<file path="config.mk">
export PLATFORM = sky130hd
export DESIGN_NAME = kmer_window_buf
export DESIGN_NICKNAME = d
export VERILOG_FILES = /design/src/rtl/kmer_pkg.sv /design/src/rtl/kmer_window_mem.sv /design/src/rtl/kmer_window_buf.sv
export SDC_FILE = /design/constraint.sdc
export NUM_CORES = 1
export LEC_CHECK = 0
export ABC_AREA = 1
export BUFFER_PORTS_ARGS = -buffer_cell sky130_fd_sc_hd__buf_4
export CORE_UTILIZATION = 58
export DETAILED_ROUTE_END_ITERATION = 12
export GPL_TIMING_DRIVEN = 0
export PLACE_DENSITY = 0.92
export SYNTH_ARGS = -nofsm -noshare
export SYNTH_HDL_FRONTEND = slang
export SYNTH_SLANG_ARGS = --single-unit
</file>
<file path="constraint.sdc">
create_clock -name clk -period 2.21 [get_ports clk]
set_clock_uncertainty 0.2 [all_clocks]
set_input_delay 0.442 -clock clk [delete_from_list [all_inputs] [get_ports clk]]
set_output_delay 0.442 -clock clk [all_outputs]
set_load 0.01 [all_outputs]
</file>
<file path="src/rtl/kmer_pkg.sv">
// Shared k-mer encoding constants: 2-bit bases, 60-base default k-mer.
package kmer_pkg;

    localparam int unsigned BASE_W         = 2;
    localparam int unsigned KMER_BASES     = 60;
    localparam int unsigned KMER_W_DEFAULT = BASE_W * KMER_BASES;

endpackage

</file>
<file path="src/rtl/kmer_window_mem.sv">
// DEPTH x KMER_W register array: one synchronous write port, two async read ports.
module kmer_window_mem
    import kmer_pkg::*;
#(
    parameter  int unsigned KMER_W = KMER_W_DEFAULT,
    parameter  int unsigned DEPTH  = 4,
    localparam int unsigned AW     = $clog2(DEPTH)
) (
    input  logic              clk,
    input  logic              rst_n,
    input  logic              wr_en,
    input  logic [AW-1:0]     wr_addr,
    input  logic [KMER_W-1:0] wr_data,
    input  logic [AW-1:0]     rd_addr_a,
    output logic [KMER_W-1:0] rd_data_a,
    input  logic [AW-1:0]     rd_addr_b,
    output logic [KMER_W-1:0] rd_data_b
);

    logic [KMER_W-1:0] mem [DEPTH];

    always_ff @(posedge clk or negedge rst_n) begin
        if (!rst_n) begin
            for (int unsigned i = 0; i < DEPTH; i++) begin
                mem[i] <= '0;
            end
        end else if (wr_en) begin
            mem[wr_addr] <= wr_data;
        end
    end

    assign rd_data_a = mem[rd_addr_a];
    assign rd_data_b = mem[rd_addr_b];

endmodule

</file>
<file path="src/rtl/kmer_window_buf.sv">
// K-mer window FIFO with first-word fall-through head, random peek and sticky overflow flag.
module kmer_window_buf
    import kmer_pkg::*;
#(
    parameter  int unsigned KMER_W = KMER_W_DEFAULT,
    parameter  int unsigned DEPTH  = 4,
    localparam int unsigned AW     = $clog2(DEPTH)
) (
    input  logic              clk,
    input  logic              rst_n,
    input  logic              in_valid,
    output logic              in_ready,
    input  logic [KMER_W-1:0] in_data,
    output logic              out_valid,
    input  logic              out_ready,
    output logic [KMER_W-1:0] out_data,
    input  logic [AW-1:0]     peek_ofs,
    output logic [KMER_W-1:0] peek_data,
    output logic              peek_valid,
    input  logic              flush,
    output logic [AW:0]       count,
    output logic              ovf_sticky
);

    localparam logic [AW:0] FULL_CNT = (AW+1)'(DEPTH);

    logic [AW-1:0] rd_ptr;
    logic [AW-1:0] wr_ptr;
    logic [AW-1:0] peek_addr;
    logic          push;
    logic          pop;

    assign in_ready   = (count < FULL_CNT);
    assign out_valid  = (count != '0);
    assign push       = in_valid && in_ready;
    assign pop        = out_valid && out_ready;
    // DEPTH is a power of two, so AW-bit addition wraps mod DEPTH for free
    assign peek_addr  = rd_ptr + peek_ofs;
    assign peek_valid = ({1'b0, peek_ofs} < count);

    always_ff @(posedge clk or negedge rst_n) begin
        if (!rst_n) begin
            rd_ptr     <= '0;
            wr_ptr     <= '0;
            count      <= '0;
            ovf_sticky <= 1'b0;
        end else if (flush) begin
            rd_ptr     <= '0;
            wr_ptr     <= '0;
            count      <= '0;
            ovf_sticky <= 1'b0;
        end else begin
            if (push) begin
                wr_ptr <= wr_ptr + 1'b1;
            end
            if (pop) begin
                rd_ptr <= rd_ptr + 1'b1;
            end
            if (push && !pop) begin
                count <= count + 1'b1;
            end else if (pop && !push) begin
                count <= count - 1'b1;
            end
            if (in_valid && !in_ready) begin
                ovf_sticky <= 1'b1;
            end
        end
    end

    // flush blocks the write so storage keeps its old contents
    kmer_window_mem #(
        .KMER_W (KMER_W),
        .DEPTH  (DEPTH)
    ) u_mem (
        .clk       (clk),
        .rst_n     (rst_n),
        .wr_en     (push && !flush),
        .wr_addr   (wr_ptr),
        .wr_data   (in_data),
        .rd_addr_a (rd_ptr),
        .rd_data_a (out_data),
        .rd_addr_b (peek_addr),
        .rd_data_b (peek_data)
    );

endmodule

</file>
==> impl_metrics.csv, run 1 <==
group,metric,value,unit
floorplanning,ios,374,
logic_synthesis,synth-compound-area-share,20.1,%
floorplanning,start_util,59.0,%
logic_synthesis,synth_top_family_by_area,"compound AO/OA/AOI/OAI gates",
status,outcome,"stopped before the end",
status,error,"[ERROR GRT-0232] Routing congestion too high. Check the congestion heatmap in the GUI.",
clock_network,cts_buffers,53,
floorplanning,rows,75,
global_route,grtUsageTotal,77.9,%
global_route,grt.overflow.total,2,
place,gp_congestion,0.957,
place,hpwl,59.5,mm
timing,grt_repair_worst_endpoint,"peek_data[76]",
logic_synthesis,syn_avg_cell_area,7.78,µm²
floorplanning,chipHeight,209,µm
clock_network,cts-root-buf,"clkbuf_16",
global_route,grt_max_degree,122,
logic_synthesis,synth-edff-count,0,
logic_synthesis,synth_fa_ha_area_share,0.382,%
global_route,antenna_found_initial,25,
place,port_buffers,373,
logic_synthesis,yosysSeqAreaShare,49.1,%
logic_synthesis,synth_mux_area_share,4.83,%
logic_synthesis,synthXorXnorAreaFrac,0.166,%
logic_synthesis,ys_async_sr_fraction,100,%
clock_network,cts_max_level,2,
clock_network,clk_path_buf_depth,3,
floorplanning,die_width,209,µm
logic_synthesis,yosys_warnings,0,
logic_synthesis,synth_nets,3331,
logic_synthesis,synth_ff_type,"dfrtp_1",
status,failed_stage,"global routing",
logic_synthesis,syn-cell-area,24900,µm²
logic_synthesis,yosysUniqueCellTypes,27,
logic_synthesis,synthCells,3197,
timing,worstEndpointType,"output port",
clock_network,clock-sinks,488,
logic_synthesis,synthSimpleGateAreaFrac,18.7,%
logic_synthesis,ys_ff_latch,488,
synthesized netlist by cell type (2+ instances only):
master / count / area [µm²]
a21oi_1: 2 / 10.0
nand2_1: 974 / 3660
nor2_1: 247 / 927
buf_4: 3 / 22.5
clkbuf_1: 118 / 443
dfrtp_1: 488 / 12200
buf_6: 12 / 135
nand3_1: 3 / 15.0
buf_2: 110 / 551
mux2i_1: 120 / 1200
o21ai_1: 87 / 435
o22ai_1: 120 / 751
ha_1: 6 / 75.1
inv_2: 2 / 7.51
nand2_2: 5 / 31.3
buf_1: 6 / 22.5
inv_1: 129 / 484
o21ai_0: 756 / 3780
what timing repair did:
action	4_1_cts
hold endpoints to repair	668
hold buffers	123
setup buffers	40
gates cloned	43
resized for setup	614
pin swaps	139
setup endpoints to repair	370
cells by family after synthesis:
kind of cell / after synthesis
compound gates: 967
xor+xnor: 3
fa+ha+maj: 7
buf+inv: 380
flops: 488
mux: 120
simple gates: 1232
per-layer routing:
layer  GRT overflow  track usage (%)
met1              0             77.6
met2              0             92.5
met3              0             66.9
met4              2             73.4
met5              0             43.3
metrics by stage:
stage / cells / setup WS, ns / cell area, µm²
detailed placement: 4114 / -0.989 / 28500
floorplan: 3197 / 0.000716 / 24900
CTS: 4418 / -0.867 / 34700
global placement: 4109 / -4.47 / 28300
==> run 2, diff against run 1 <==
- CORE_UTILIZATION: 58 -> 40
- PLACE_DENSITY: 0.92 -> default
- PLACE_DENSITY_LB_ADDON: default -> 0.15
==> run 2 against run 1 <==
The flow now finishes, with violations (hold timing, setup timing); synthesized cell count did not move; area after synthesis unchanged.
==> impl_metrics.csv, run 2 <==
group,metric,value,unit
setup_path,r2r-end,"u_mem.mem[14]",
timing,fin_crit_sh,140,%
min_path,min_path_type,"input port to asynchronous set/reset pin",
layout,multi_input_area,11600,µm²
floorplanning,ios,374,
setup_path,end_kind,"output port",
clock_network,cts-root-buf,"clkbuf_16",
logic_synthesis,synth-edff-count,0,
floorplanning,start_util,40.4,%
timing,fin_crit,3.09,ns
logic_synthesis,synthCells,3197,
routing,routed_wl,99.6,mm
routing,ant_nets,0,
power_and_ir_drop,p_leak,16.6,nW
logic_synthesis,synth_common_cells,"974 x nand2_1, 756 x o21ai_0, 488 x dfrtp_1",
global_route,grtUsageTotal,30.6,%
logic_synthesis,yosysMostFrequentCell,"nand2_1",
setup_path,r2r_setup_slack,-0.45,ns
place,port_buffers,373,
layout,final_common_cell,"nand2_1",
timing,report.final.slew_viol_count,0,
timing,setup_viol_count_final,716,
logic_synthesis,synth.largest_area_cell,"dfrtp_1",
global_route,grt.overflow.total,0,
power_and_ir_drop,switchingPower,0.0201,W
floorplanning,chipHeight,251,µm
flow_run,drv_cap,0,
logic_synthesis,yosysUniqueCellTypes,27,
routing,num_vias,25300,
timing,hold_slack,-0.350,ns
layout,top_register,"u_mem.mem",
clock_network,cts_max_level,2,
power_and_ir_drop,p_int,0.0288,W
timing,rsz0062_at_grt,"yes",
layout,largest_register_ffs,480,
setup_path,r2r_cells,7,
power_and_ir_drop,p_per_area,1440,nW/µm²
global_route,antenna_found_initial,5,
power_and_ir_drop,combinationalPowerShare,48.3,%
routing,drtIter0Drc,2368,
routing,first_pass_iters,5,
logic_synthesis,synth.top_cell.area_share,49.1,%
routing,via_per_inst,5.43,
logic_synthesis,synth_nets,3331,
layout,fillers,5889,
setup_path,start_kind,"flip-flop",
floorplanning,core_area,61600,µm²
setup_path,cp.required,1.57,ns
timing,max_freq,324,MHz
timing,hold_viol_final,90,
logic_synthesis,syn-cell-area,24900,µm²
clock_network,clk_latency,0.62,ns
layout,area_growth,36.0,%
logic_synthesis,ys_ff_latch,488,
logic_synthesis,synth.area.top_cells,"dfrtp_1 49%, o21ai_0 15%, nand2_1 15%",
routing,drcViolationCount,0,
floorplanning,die_width,251,µm
power_and_ir_drop,p_seq_share,31.9,%
logic_synthesis,yosys_warnings,0,
floorplanning,die_area,63200,µm²
logic_synthesis,yosysSeqAreaShare,49.1,%
layout,register_area,12200,µm²
power_and_ir_drop,ir_worst_vdd,753,µV
layout,top_regs,"u_mem.mem (480), count (3)",
setup_path,r2r-start,"count[2]",
place,placed_area,28800,µm²
power_and_ir_drop,swShare,41.1,%
clock_network,cts_buffers,56,
floorplanning,rows,91,
setup_path,crit_type,"flip-flop to output port",
clock_network,clk_path_buf_depth,3,
place,gp_congestion,0.868,
layout,design_area,33800,µm²
clock_network,cts_tree,"done",
logic_synthesis,syn_avg_cell_area,7.78,µm²
clock_network,cts_hold_buf,123,
global_route,grt_pass1_wl,148,mm
power_and_ir_drop,clkPwrFrac,19.8,%
layout,drive_gt1_share,21.3,%
status,violations,"hold timing, setup timing",
global_route,grt_pass1_vias,24200,
logic_synthesis,synth_ff_type,"dfrtp_1",
setup_path,critPathMaxFanout,10,
global_route,grt_max_degree,120,
setup_path,setup.worst_path.end,"peek_data[67]",
clock_network,clock-sinks,488,
routing,routedWlPerCell,21.4,µm
status,outcome,"finished with violations",
setup_path,cp-startpoint,"rd_ptr[0]",
layout,nNetsFinal,3906,
timing,max_slew.worst_pin.slew,0.718,ns
logic_synthesis,ys_async_sr_fraction,100,%
setup_path,cp_data_arrival_time,2.45,ns
clock_network,path_clk_slew,0.06,ns
timing,worst_slack,-0.878,ns
timing,slew_headroom,52.2,%
layout,mostFrequentLayoutCells,"953 x nand2_1, 686 x o21ai_0, 487 x dfrtp_1",
place,hpwl,64.3,mm
layout,fin_util,54.9,%
==> run 2: critical path, cell delays in order, from the launching register on <==
cell and delay [ns]:
dfrtp_1 0.38, ha_1 0.29, buf_6 0.12, buf_12 0.15
buf_16 0.19, buf_12 0.18, mux2i_2 0.25, o21ai_2 0.12
buf_4 0.15
==> run 2: worst min path at each step <==
stage | depth (start not counted) | end
floorplan | 0 | count[0]
global placement | 2 | u_mem.mem[249]
detailed placement | 2 | u_mem.mem[164]
CTS | 1 | u_mem.mem[174]
global route | 1 | u_mem.mem[174]
finish | 1 | u_mem.mem[175]
==> run 2: through the flow <==
stage          setup WS [ns]  hold WS (ns)  setup TNS, ns  std cells  power [W]
2_1_floorplan       0.000716       -0.0536              0       3197     0.0262
3_3_place_gp           -4.94         0.282       -2654.53       4407     0.0358
3_5_place_dp           -1.15         0.289        -363.36       4411     0.0360
4_1_cts               -0.909        -0.348        -289.35       4650     0.0478
5_1_grt               -0.932        -0.292        -363.41       4658     0.0517
6_report              -0.878        -0.350        -280.60       4658     0.0489
==> run 2: power groups by stage <==
stage | Clock [W] | Combinational (W) | Sequential, W
6_report | 0.00965 | 0.0236 | 0.0156
5_1_grt | 0.0101 | 0.0256 | 0.0160
4_1_cts | 0.00977 | 0.0226 | 0.0154
3_5_place_dp | 0 | 0.0205 | 0.0155
3_3_place_gp | 0 | 0.0203 | 0.0155
2_1_floorplan | 0 | 0.0115 | 0.0147
==> run 2: kinds of logic after synthesis <==
group                      Yosys count  synth area share, %
AOI/OAI and AO/OA                  967                 20.1
xor gates and xnor gates             3                0.166
and+or+nand+nor                   1232                 18.7
adders and majority gates            7                0.382
DFF                                488                 49.1
buffers and inverters              380                 6.70
muxes                              120                 4.83
==> run 2: area by class of cell <==
cell class                      instances  share of cell area, %
Clock inverter                         18                  0.666
Timing Repair Buffer                  518                   13.4
Buffer                                248                   5.97
Multi-Input combinational cell       2329                   34.3
Antenna cell                            1                0.00740
Tap cell                              837                   3.10
Clock buffer                           88                   4.92
Inverter                              131                   1.50
Sequential cell                       488                   36.1
==> run 2: repair_timing <==
action | CTS | global route
cloned | 4 | 7
endpoints found under the setup margin | 724 | 842
hold endpoints to repair | 571 | 90
resized for setup | 340 | 145
pin swaps | 14 | 32
setup buffers | 7 | 1
==> run 2: routing by layer <==
layer  vias up  part of all wire [%]  GRT usage [%]  routed length (µm)
met4         8                   3.2           10.6                3170
met3       195                   7.6           5.30                7560
met2      1043                    47           49.3               46700
li1      11800                     -              -                   -
met5         -                 0.053              0                  53
met1     12300                    42           41.6               42100
Note: power is estimated with default switching activity, not from simulation.
